## config.mk

```make
export PLATFORM = sky130hd
export DESIGN_NAME = scan_capture_flat
export DESIGN_NICKNAME = d
export VERILOG_FILES = /design/src/rtl/scan_capture_if.sv /design/src/rtl/scan_capture.sv /design/src/flat_wrapper.sv
export SDC_FILE = /design/constraint.sdc
export NUM_CORES = 1
export LEC_CHECK = 0
export ABC_CLOCK_PERIOD_IN_PS = 2500
export CAP_MARGIN = 20
export CORE_MARGIN = 2
export CORE_UTILIZATION = 48
export CTS_CLUSTER_SIZE = 30
export DETAILED_ROUTE_END_ITERATION = 12
export PLACE_DENSITY_LB_ADDON = 0.3
export RECOVER_POWER = 100
export SLEW_MARGIN = 30
export SYNTH_ARGS = -nofsm -noshare
export SYNTH_HDL_FRONTEND = slang
export SYNTH_SLANG_ARGS = --single-unit
```

## constraint.sdc

```tcl
create_clock -name fast_clk -period 2.5 [get_ports fast_clk]
set_input_delay 0.75 -clock fast_clk [delete_from_list [all_inputs] [get_ports fast_clk]]
set_output_delay 0.75 -clock fast_clk [all_outputs]
set_load 0.02 [all_outputs]
```

## src/rtl/scan_capture_if.sv

```systemverilog
// Bus bundle for scan_capture: multiplexed display inputs and decoded frame outputs.
// The slave modport is the capture block; the master modport is whatever drives the display bus.
interface scan_capture_if #(
  parameter int unsigned ERR_W = 8
);
  logic [6:0]       seg;
  logic [3:0]       an;
  logic             clr_err;
  logic [6:0]       digit1;
  logic [6:0]       digit2;
  logic [6:0]       digit3;
  logic [6:0]       digit4;
  logic [3:0]       sym1;
  logic [3:0]       sym2;
  logic [3:0]       sym3;
  logic [3:0]       sym4;
  logic             frame_valid;
  logic             scan_err;
  logic [ERR_W-1:0] err_cnt;

  modport master (
    output seg, an, clr_err,
    input  digit1, digit2, digit3, digit4, sym1, sym2, sym3, sym4,
    input  frame_valid, scan_err, err_cnt
  );

  modport slave (
    input  seg, an, clr_err,
    output digit1, digit2, digit3, digit4, sym1, sym2, sym3, sym4,
    output frame_valid, scan_err, err_cnt
  );
endinterface

```

## src/rtl/scan_capture.sv

```systemverilog
// Captures a 4-digit multiplexed 7-segment scan into whole frames and decodes each digit.
// Out-of-order or multi-hot anode codes abort the frame and are counted as scan errors.
module scan_capture #(
  parameter int unsigned ERR_W = 8
) (
  input logic           fast_clk,
  input logic           rst_n,
  scan_capture_if.slave bus
);

  typedef enum logic [2:0] {StHunt, StGot1, StGot2, StGot3, StGot4} state_e;

  localparam logic [3:0]       AnD1    = 4'b0111;
  localparam logic [3:0]       AnD2    = 4'b1011;
  localparam logic [3:0]       AnD3    = 4'b1101;
  localparam logic [3:0]       AnD4    = 4'b1110;
  localparam logic [3:0]       AnBlank = 4'b1111;
  localparam logic [6:0]       SegOff  = 7'b1111111;
  localparam logic [ERR_W-1:0] ErrMax  = '1;

  function automatic logic [3:0] decode(input logic [6:0] s);
    case (s)
      7'b1000000: decode = 4'd0;
      7'b1111001: decode = 4'd1;
      7'b0100100: decode = 4'd2;
      7'b0110000: decode = 4'd3;
      7'b0011001: decode = 4'd4;
      7'b0010010: decode = 4'd5;
      7'b0000010: decode = 4'd6;
      7'b1111000: decode = 4'd7;
      7'b0000000: decode = 4'd8;
      7'b0010000: decode = 4'd9;
      default:    decode = 4'hF;
    endcase
  endfunction

  state_e           state_q;
  logic [6:0]       work1_q, work2_q, work3_q;
  logic [6:0]       digit1_q, digit2_q, digit3_q, digit4_q;
  logic [3:0]       sym1_q, sym2_q, sym3_q, sym4_q;
  logic             frame_valid_q;
  logic             scan_err_q;
  logic [ERR_W-1:0] err_cnt_q;

  logic [3:0] own_code;
  logic [3:0] next_code;
  logic       advance;
  logic       illegal;

  // Dwell on the current digit or a blank strobe is benign; anything else mid-frame is an error.
  always_comb begin
    own_code  = AnBlank;
    next_code = AnD1;
    unique case (state_q)
      StGot1:  begin own_code = AnD1; next_code = AnD2; end
      StGot2:  begin own_code = AnD2; next_code = AnD3; end
      StGot3:  begin own_code = AnD3; next_code = AnD4; end
      StGot4:  begin own_code = AnD4; next_code = AnD1; end
      default: ;
    endcase
    advance = (bus.an == next_code);
    illegal = (state_q != StHunt) && !advance && (bus.an != own_code) && (bus.an != AnBlank);
  end

  always_ff @(posedge fast_clk or negedge rst_n) begin
    if (!rst_n) begin
      state_q       <= StHunt;
      work1_q       <= SegOff;
      work2_q       <= SegOff;
      work3_q       <= SegOff;
      digit1_q      <= SegOff;
      digit2_q      <= SegOff;
      digit3_q      <= SegOff;
      digit4_q      <= SegOff;
      sym1_q        <= 4'hF;
      sym2_q        <= 4'hF;
      sym3_q        <= 4'hF;
      sym4_q        <= 4'hF;
      frame_valid_q <= 1'b0;
      scan_err_q    <= 1'b0;
      err_cnt_q     <= '0;
    end else begin
      frame_valid_q <= 1'b0;
      if (advance) begin
        unique case (state_q)
          StGot1: begin work2_q <= bus.seg; state_q <= StGot2; end
          StGot2: begin work3_q <= bus.seg; state_q <= StGot3; end
          StGot3: begin
            digit1_q      <= work1_q;
            digit2_q      <= work2_q;
            digit3_q      <= work3_q;
            digit4_q      <= bus.seg;
            sym1_q        <= decode(work1_q);
            sym2_q        <= decode(work2_q);
            sym3_q        <= decode(work3_q);
            sym4_q        <= decode(bus.seg);
            frame_valid_q <= 1'b1;
            state_q       <= StGot4;
          end
          default: begin work1_q <= bus.seg; state_q <= StGot1; end
        endcase
      end else if (illegal) begin
        // A stray digit-1 strobe is still a valid frame start, so resynchronise on it.
        if (bus.an == AnD1) begin
          work1_q <= bus.seg;
          state_q <= StGot1;
        end else begin
          state_q <= StHunt;
        end
      end

      if (illegal) begin
        scan_err_q <= 1'b1;
        if (bus.clr_err)             err_cnt_q <= ERR_W'(1);
        else if (err_cnt_q != ErrMax) err_cnt_q <= err_cnt_q + 1'b1;
      end else if (bus.clr_err) begin
        scan_err_q <= 1'b0;
        err_cnt_q  <= '0;
      end
    end
  end

  assign bus.digit1      = digit1_q;
  assign bus.digit2      = digit2_q;
  assign bus.digit3      = digit3_q;
  assign bus.digit4      = digit4_q;
  assign bus.sym1        = sym1_q;
  assign bus.sym2        = sym2_q;
  assign bus.sym3        = sym3_q;
  assign bus.sym4        = sym4_q;
  assign bus.frame_valid = frame_valid_q;
  assign bus.scan_err    = scan_err_q;
  assign bus.err_cnt     = err_cnt_q;

endmodule

```

## src/flat_wrapper.sv

```systemverilog
// flat-port wrapper written by rule: the top's interface ports become plain ports
module scan_capture_flat 
#(
  parameter int unsigned ERR_W = 8
)
  (fast_clk, rst_n, bus_seg, bus_an, bus_clr_err, bus_digit1, bus_digit2, bus_digit3, bus_digit4, bus_sym1, bus_sym2, bus_sym3, bus_sym4, bus_frame_valid, bus_scan_err, bus_err_cnt);
  scan_capture_if #(.ERR_W(ERR_W)) bus_i ();
  input logic fast_clk;
  input logic rst_n;
  input wire logic [$bits(bus_i.seg)-1:0] bus_seg;
  input wire logic [$bits(bus_i.an)-1:0] bus_an;
  input wire logic [$bits(bus_i.clr_err)-1:0] bus_clr_err;
  output wire logic [$bits(bus_i.digit1)-1:0] bus_digit1;
  output wire logic [$bits(bus_i.digit2)-1:0] bus_digit2;
  output wire logic [$bits(bus_i.digit3)-1:0] bus_digit3;
  output wire logic [$bits(bus_i.digit4)-1:0] bus_digit4;
  output wire logic [$bits(bus_i.sym1)-1:0] bus_sym1;
  output wire logic [$bits(bus_i.sym2)-1:0] bus_sym2;
  output wire logic [$bits(bus_i.sym3)-1:0] bus_sym3;
  output wire logic [$bits(bus_i.sym4)-1:0] bus_sym4;
  output wire logic [$bits(bus_i.frame_valid)-1:0] bus_frame_valid;
  output wire logic [$bits(bus_i.scan_err)-1:0] bus_scan_err;
  output wire logic [$bits(bus_i.err_cnt)-1:0] bus_err_cnt;
  assign bus_i.seg = bus_seg;
  assign bus_i.an = bus_an;
  assign bus_i.clr_err = bus_clr_err;
  assign bus_digit1 = bus_i.digit1;
  assign bus_digit2 = bus_i.digit2;
  assign bus_digit3 = bus_i.digit3;
  assign bus_digit4 = bus_i.digit4;
  assign bus_sym1 = bus_i.sym1;
  assign bus_sym2 = bus_i.sym2;
  assign bus_sym3 = bus_i.sym3;
  assign bus_sym4 = bus_i.sym4;
  assign bus_frame_valid = bus_i.frame_valid;
  assign bus_scan_err = bus_i.scan_err;
  assign bus_err_cnt = bus_i.err_cnt;
  scan_capture #(.ERR_W(ERR_W)) u_core (.fast_clk(fast_clk), .rst_n(rst_n), .bus(bus_i));
endmodule
```

Word-level counts from Yosys, hierarchy flattened
Index checks and enable logic that the tools add are counted.
{"block": "classes", "n_eq_ne": 46, "n_lt_le_gt_ge": 0, "div_mod_pow": 0, "bitwise_logic": 0, "addsub": 1, "reduce_logical": 19, "mux": 22, "multipliers": 0, "n_shift": 0}
{"cell": "one-hot mux 4 bit (10 select lines)", "n": 4}
{"cell": "equality test 7 x 5 -> 1 bit, second input constant", "n": 12}
{"cell": "equality test 7 bit, second input constant", "n": 12}
{"cell": "equality test 7 x 6 -> 1 bit, second input constant", "n": 8}
{"cell": "2-to-1 mux 8 bit", "n": 4}
{"cell": "equality test 7 x 2 -> 1 bit, second input constant", "n": 4}
{"cell": "logical NOT 7 bit", "n": 4}
{"cell": "2-to-1 mux 7 bit", "n": 4}
{"cell": "one-hot mux 4 bit (4 select lines)", "n": 1}
{"cell": "one-hot mux 4 bit (3 select lines)", "n": 1}
{"cell": "one-hot mux 3 bit (3 select lines)", "n": 1}
{"cell": "adder 8 x 1 -> 8 bit, second input constant", "n": 1}
{"cell": "inequality test 8 bit, second input constant", "n": 1}
{"cell": "AND reduction 2 bit", "n": 4}
{"cell": "nonzero test 2 bit", "n": 4}
{"cell": "equality test 3 x 2 -> 1 bit, second input constant", "n": 2}
{"cell": "2-to-1 mux 3 bit", "n": 2}
{"cell": "2-to-1 mux 1 bit", "n": 5}
{"cell": "equality test 4 x 3 -> 1 bit, second input constant", "n": 1}
{"cell": "equality test 4 bit", "n": 1}
{"cell": "inequality test 4 bit", "n": 1}
{"cell": "inequality test 4 bit, second input constant", "n": 1}
{"cell": "equality test 3 x 1 -> 1 bit, second input constant", "n": 1}
{"cell": "equality test 3 bit, second input constant", "n": 1}
{"cell": "6 further kinds", "n": 8}
{"block": "word_totals", "latchBits": 0, "out_inout_bits": 54, "memories": 0, "ramBits": 0, "mem_bits_ro": 0, "regBits": 78, "input_bits": 14}

Depth between registers and ports, before layout
{"block": "depth", "depth_word": 9, "ltp_mapped": 10}

Worst setup path before layout
No wires, ideal clock.
{"block": "synth_path", "kind": "input -> register", "from": "input bus_an[1]", "to": "register u_core.work3_q[0]", "path_stages": 6, "slack_ps": -106, "setup_time_ps": 82, "arrival_ps": 2524, "cell_sequence": "or3b_1 > a211o_1 > a221oi_4 > and3_2 > buf_4 > mux2_2"}
{"block": "synth_between", "elab_chain_len": 2}
{"item": "start: declaration", "line_no": "flat_wrapper.sv:11", "source": "input wire logic [$bits(bus_i.an)-1:0] bus_an;"}
{"item": "equality test 4 bit", "line_no": "scan_capture.sv:61", "source": "advance = (bus.an == next_code);"}
{"item": "AND reduction 2 bit (no line)"}
{"item": "end signal: assignment", "line_no": "scan_capture.sv:70", "source": "work3_q <= SegOff;"}
{"item": "end signal: assignment", "line_no": "scan_capture.sv:87", "source": "StGot2: begin work3_q <= bus.seg; state_q <= StGot3; end"}
{"item": "end: declaration", "line_no": "scan_capture.sv:38", "source": "logic [6:0] work1_q, work2_q, work3_q;"}
No other way between the ends.
A chain may end at the register's enable or synchronous reset.

Final worst setup path
{"block": "layout_path", "from": "input bus_an[1]", "to": "register u_core.work2_q[5]"}
{"block": "layout_between", "elab_chain_len": 2}
{"item": "equality test 4 bit", "line_no": "scan_capture.sv:61"}
{"item": "AND reduction 2 bit (no line)"}
{"item": "end signal: assignment", "line_no": "scan_capture.sv:69", "source": "work2_q <= SegOff;"}
{"item": "end signal: assignment", "line_no": "scan_capture.sv:86", "source": "StGot1: begin work2_q <= bus.seg; state_q <= StGot2; end"}
{"item": "end: declaration", "line_no": "scan_capture.sv:38"}
No other way between the ends.

==> run summary <==
First drt pass iteration count: 5
# DRC: 0
Total chip power: 0.00527 W
Starting Density: 0.499
Cells after Synth: 449
DR vias: 3,672
Syn-to-layout area delta: 32.0%
Share of synthesized registers carrying an async set or reset: 1.00
# IOs: 68
Gr ovfl total: 0
Detailed placement HPWL: 7100 um
Final setup fails: 0
Slowest stage cell, crit path: a221oi_4
Cell breakdown of the critical path: clkbuf_1 -> or3b_1 -> a211o_1 -> a221oi_4 -> buf_6 -> nand2_1 -> nor2_4 -> buf_12 -> mux2_1
Post-synth EDFFs: 0
Die area: 9390 um2
Class of the worst hold path: reg2reg
CP Buf/Inv Count: 3
Setup TNS: 0 ns
Psw: 0.00199 W
Synth area leader: dfstp_2
Run status: finished, violations left
Total GRT Usage: 0.224
Critical path type: in2reg
Std cell rows: 33
Root buf cell: clkbuf_8
Switching Share: 0.378
Top FF cell, synth: dfstp_2
Worst setup margin: 0.0787 ns
Final instance count without filler cells: 652
# port buffers: 67
Synth cell types: 67
Hold Fails Final Rpt: 0
Clock power share: 0.188
Fin nets: 557
Worst slew pin tran: 1.76 ns
Syn Std Cell Area: 4140 um2
Antenna Nets Post-Route: 0
Cts hold-fix bufs: 0
Leak Pwr: 2.40 nW
CORE AREA: 8300 um2
Pin count of the biggest net entering global routing: 35
Max-cap violations: 1
Worst vdd ir: 0.517 mV
Startpoint Class: primary input
RSZ-0062 raised after global routing: false
Internal: 0.00328 W
Relative slew slack: -0.172
Die Width: 96.9 um
Antenna violations before repair: 0
Clk_skew: 0.0156 ns
Multi-input gate area: 1970 um2
Fill cell count: 690
Layout cells sized above 1: 0.298
Ant diodes: 0
Cells after DPL: 630
Max Buffers Root-to-Sink: 2
Vias per std cell: 5.63
Failing checks: capacitance limit, slew limit
Comb pwr share: 0.378
Final wirelength: 10,300 um
Fmax: 413 MHz
Sequential share of power: 0.434
Crit path capture type: register
First-pass GRT wire length: 17,500 um
CP required: 2.78 ns
Drt wl/cell: 15.8 um
#FFs+latches synth: 78
Sequential share of the synthesized area: 0.491
Fin util: 0.659
Worst-path clk slew: 0.09 ns
P per Cell Area: 964 nW/um2
Avg Inst Size Synth: 9.23 um2
Share of the synthesized area in the top cell type: 0.412
CTS H-tree depth: 3
Syn Nets: 464
Crit-path max cell delay: 0.36 ns
Initial DRC count: 174
CTS tree: yes
RePlAce Congestion: 0.864
Clk_lat worst skew: 0.36 ns
Pre-CTS setup slack: -0.666 ns
Die Y: 96.9 um
Final Cycle Share: 0.969
Crit path max-delay family: compound AO/OA/AOI/OAI gates
Critical-path maximum fanout: 7
Final Max Tran Viols: 35
Vias in the first global route: 3,616
Num CTS Buffers: 9
Synth top area cells: dfstp_2 41%, nand2_1 9.3%, dfrtp_1 7.9%, mux2_2 4.6%, o21ai_0 3.3%
Fin crit period: 2.42 ns
Register area: 2040 um2
Yosys warnings: 0
Clock sinks: 78
Arr. time, crit path: 2.70 ns
==> registers in the layout (all words and copies together) (netlist names) <==
register                cells
u_core.bus.err_cnt          8
u_core.bus.digit1           7
u_core.bus.digit2           7
u_core.bus.digit3           7
u_core.bus.digit4           7
u_core.work1_q              7
u_core.work2_q              7
u_core.work3_q              7
u_core.bus.sym1             4
u_core.bus.sym2             4
u_core.bus.sym3             4
u_core.bus.sym4             4
u_core.state_q              3
u_core.bus.frame_valid      1
u_core.bus.scan_err         1
==> Yosys cell counts (3+ instances only) <==
| master | n |
|---|---|
| inv_1 | 12 |
| mux2_2 | 17 |
| nand3b_1 | 6 |
| dfrtp_1 | 13 |
| clkbuf_1 | 25 |
| nor3_1 | 15 |
| dfstp_2 | 65 |
| nor2b_1 | 5 |
| a31oi_1 | 9 |
| nor4_1 | 10 |
| nand2b_1 | 4 |
| xnor2_1 | 3 |
| nand4_1 | 5 |
| buf_2 | 4 |
| and3_1 | 4 |
| a21oi_1 | 13 |
| or3_1 | 4 |
| o41ai_1 | 3 |
| and4b_1 | 3 |
| o21ai_0 | 27 |
| nand2_1 | 103 |
| nor2_1 | 32 |
| a21o_1 | 3 |
| or2_2 | 3 |
| o31ai_1 | 4 |
==> logic make-up (layout without fill, tap and decap cells) <==
kind of cell	count (synthesis)	count (layout)	share of synthesized area
and+or+nand+nor	214	214	0.255
buffers and inverters	47	145	0.0495
muxes	21	21	0.0565
adders and majority gates	1	1	0.00302
AOI/OAI and AO/OA	84	84	0.137
DFF	78	78	0.491
xor gates and xnor gates	4	4	0.00846
==> power groups by stage <==
stage                     Combinational (W)  Clock [W]  Sequential (W)
final                               0.00199   0.000993         0.00229
after global routing                0.00217    0.00107         0.00237
after CTS                           0.00205    0.00101         0.00228
after detailed placement            0.00196          0         0.00229
after global placement              0.00190          0         0.00227
after floorplan                     0.00114          0         0.00231
==> cells in the final DEF, fill, tap and decap left out, types with 7 or more instances in the layout <==
cell	netlist	final
dfstp_2	65	65
a31oi_1	9	9
buf_6	2	7
a21oi_1	13	12
dfrtp_1	13	11
nor2_1	32	32
nor4_1	10	9
mux2_2	17	8
o21ai_0	27	26
dlygate4sd3_1	0	55
inv_1	12	12
nand2_1	103	103
clkbuf_8	0	9
nor3_1	15	15
clkbuf_1	25	7
buf_4	2	26
clkdlybuf4s50_1	0	7
==> worst paths after layout <==
kind / endpoint / slack [ns] / cells past startpoint / startpoint
worst max-delay path: u_core.work2_q[5] / 0.08 / 9 / bus_an[1]
worst min-delay path: u_core.bus.digit4[2] / 0.46 / 2 / u_core.bus.digit4[2]
worst max register to register: u_core.work2_q[5] / 0.11 / 8 / u_core.state_q[1]
worst min register to register: u_core.bus.digit4[2] / 0.46 / 2 / u_core.bus.digit4[2]
max in group asynchronous: u_core.bus.digit4[3] / 0.44 / 2 / rst_n
min in group asynchronous: u_core.work3_q[0] / 1.48 / 1 / rst_n
==> metal layers <==
| layer | part of all wire | vias to the layer above | GRT usage |
|---|---|---|---|
| met4 | 0.013 | 0 | 0.0758 |
| met3 | 0.040 | 13 | 0.0347 |
| met1 | 0.45 | 1786 | 0.302 |
| met5 | 0 | - | 0 |
| li1 | - | 1762 | - |
| met2 | 0.49 | 111 | 0.371 |
==> per-stage QoR <==
step	hold slack (ns)	instance area, um2
global placement	0.449	5190
detailed placement	0.449	5190
CTS	0.468	5550
floorplan	0.454	4160
finish	0.462	5470
global route	0.478	5470
==> worst min-delay path: stages, from the launching register on <==
cell     delay [ns]
dfstp_2        0.37
nand2_1        0.05
nand2_1        0.04
==> area by class of cell <==
type,count,share of cell area
sequential,78,0.372
clock inverter,7,0.0146
clock buffer,9,0.0226
tap,105,0.0240
multi-input combinational,324,0.361
inverter,13,0.00984
timing repair buffer,116,0.196
==> repair_timing <==
| item | CTS | global route |
|---|---|---|
| pin swaps | 9 | 6 |
| cloned | 1 | 0 |
| endpoints found under the setup margin | 77 | 44 |
| resized for setup | 34 | 11 |
| setup buffers | 4 | 1 |
Power figures use the tool's default switching activity.
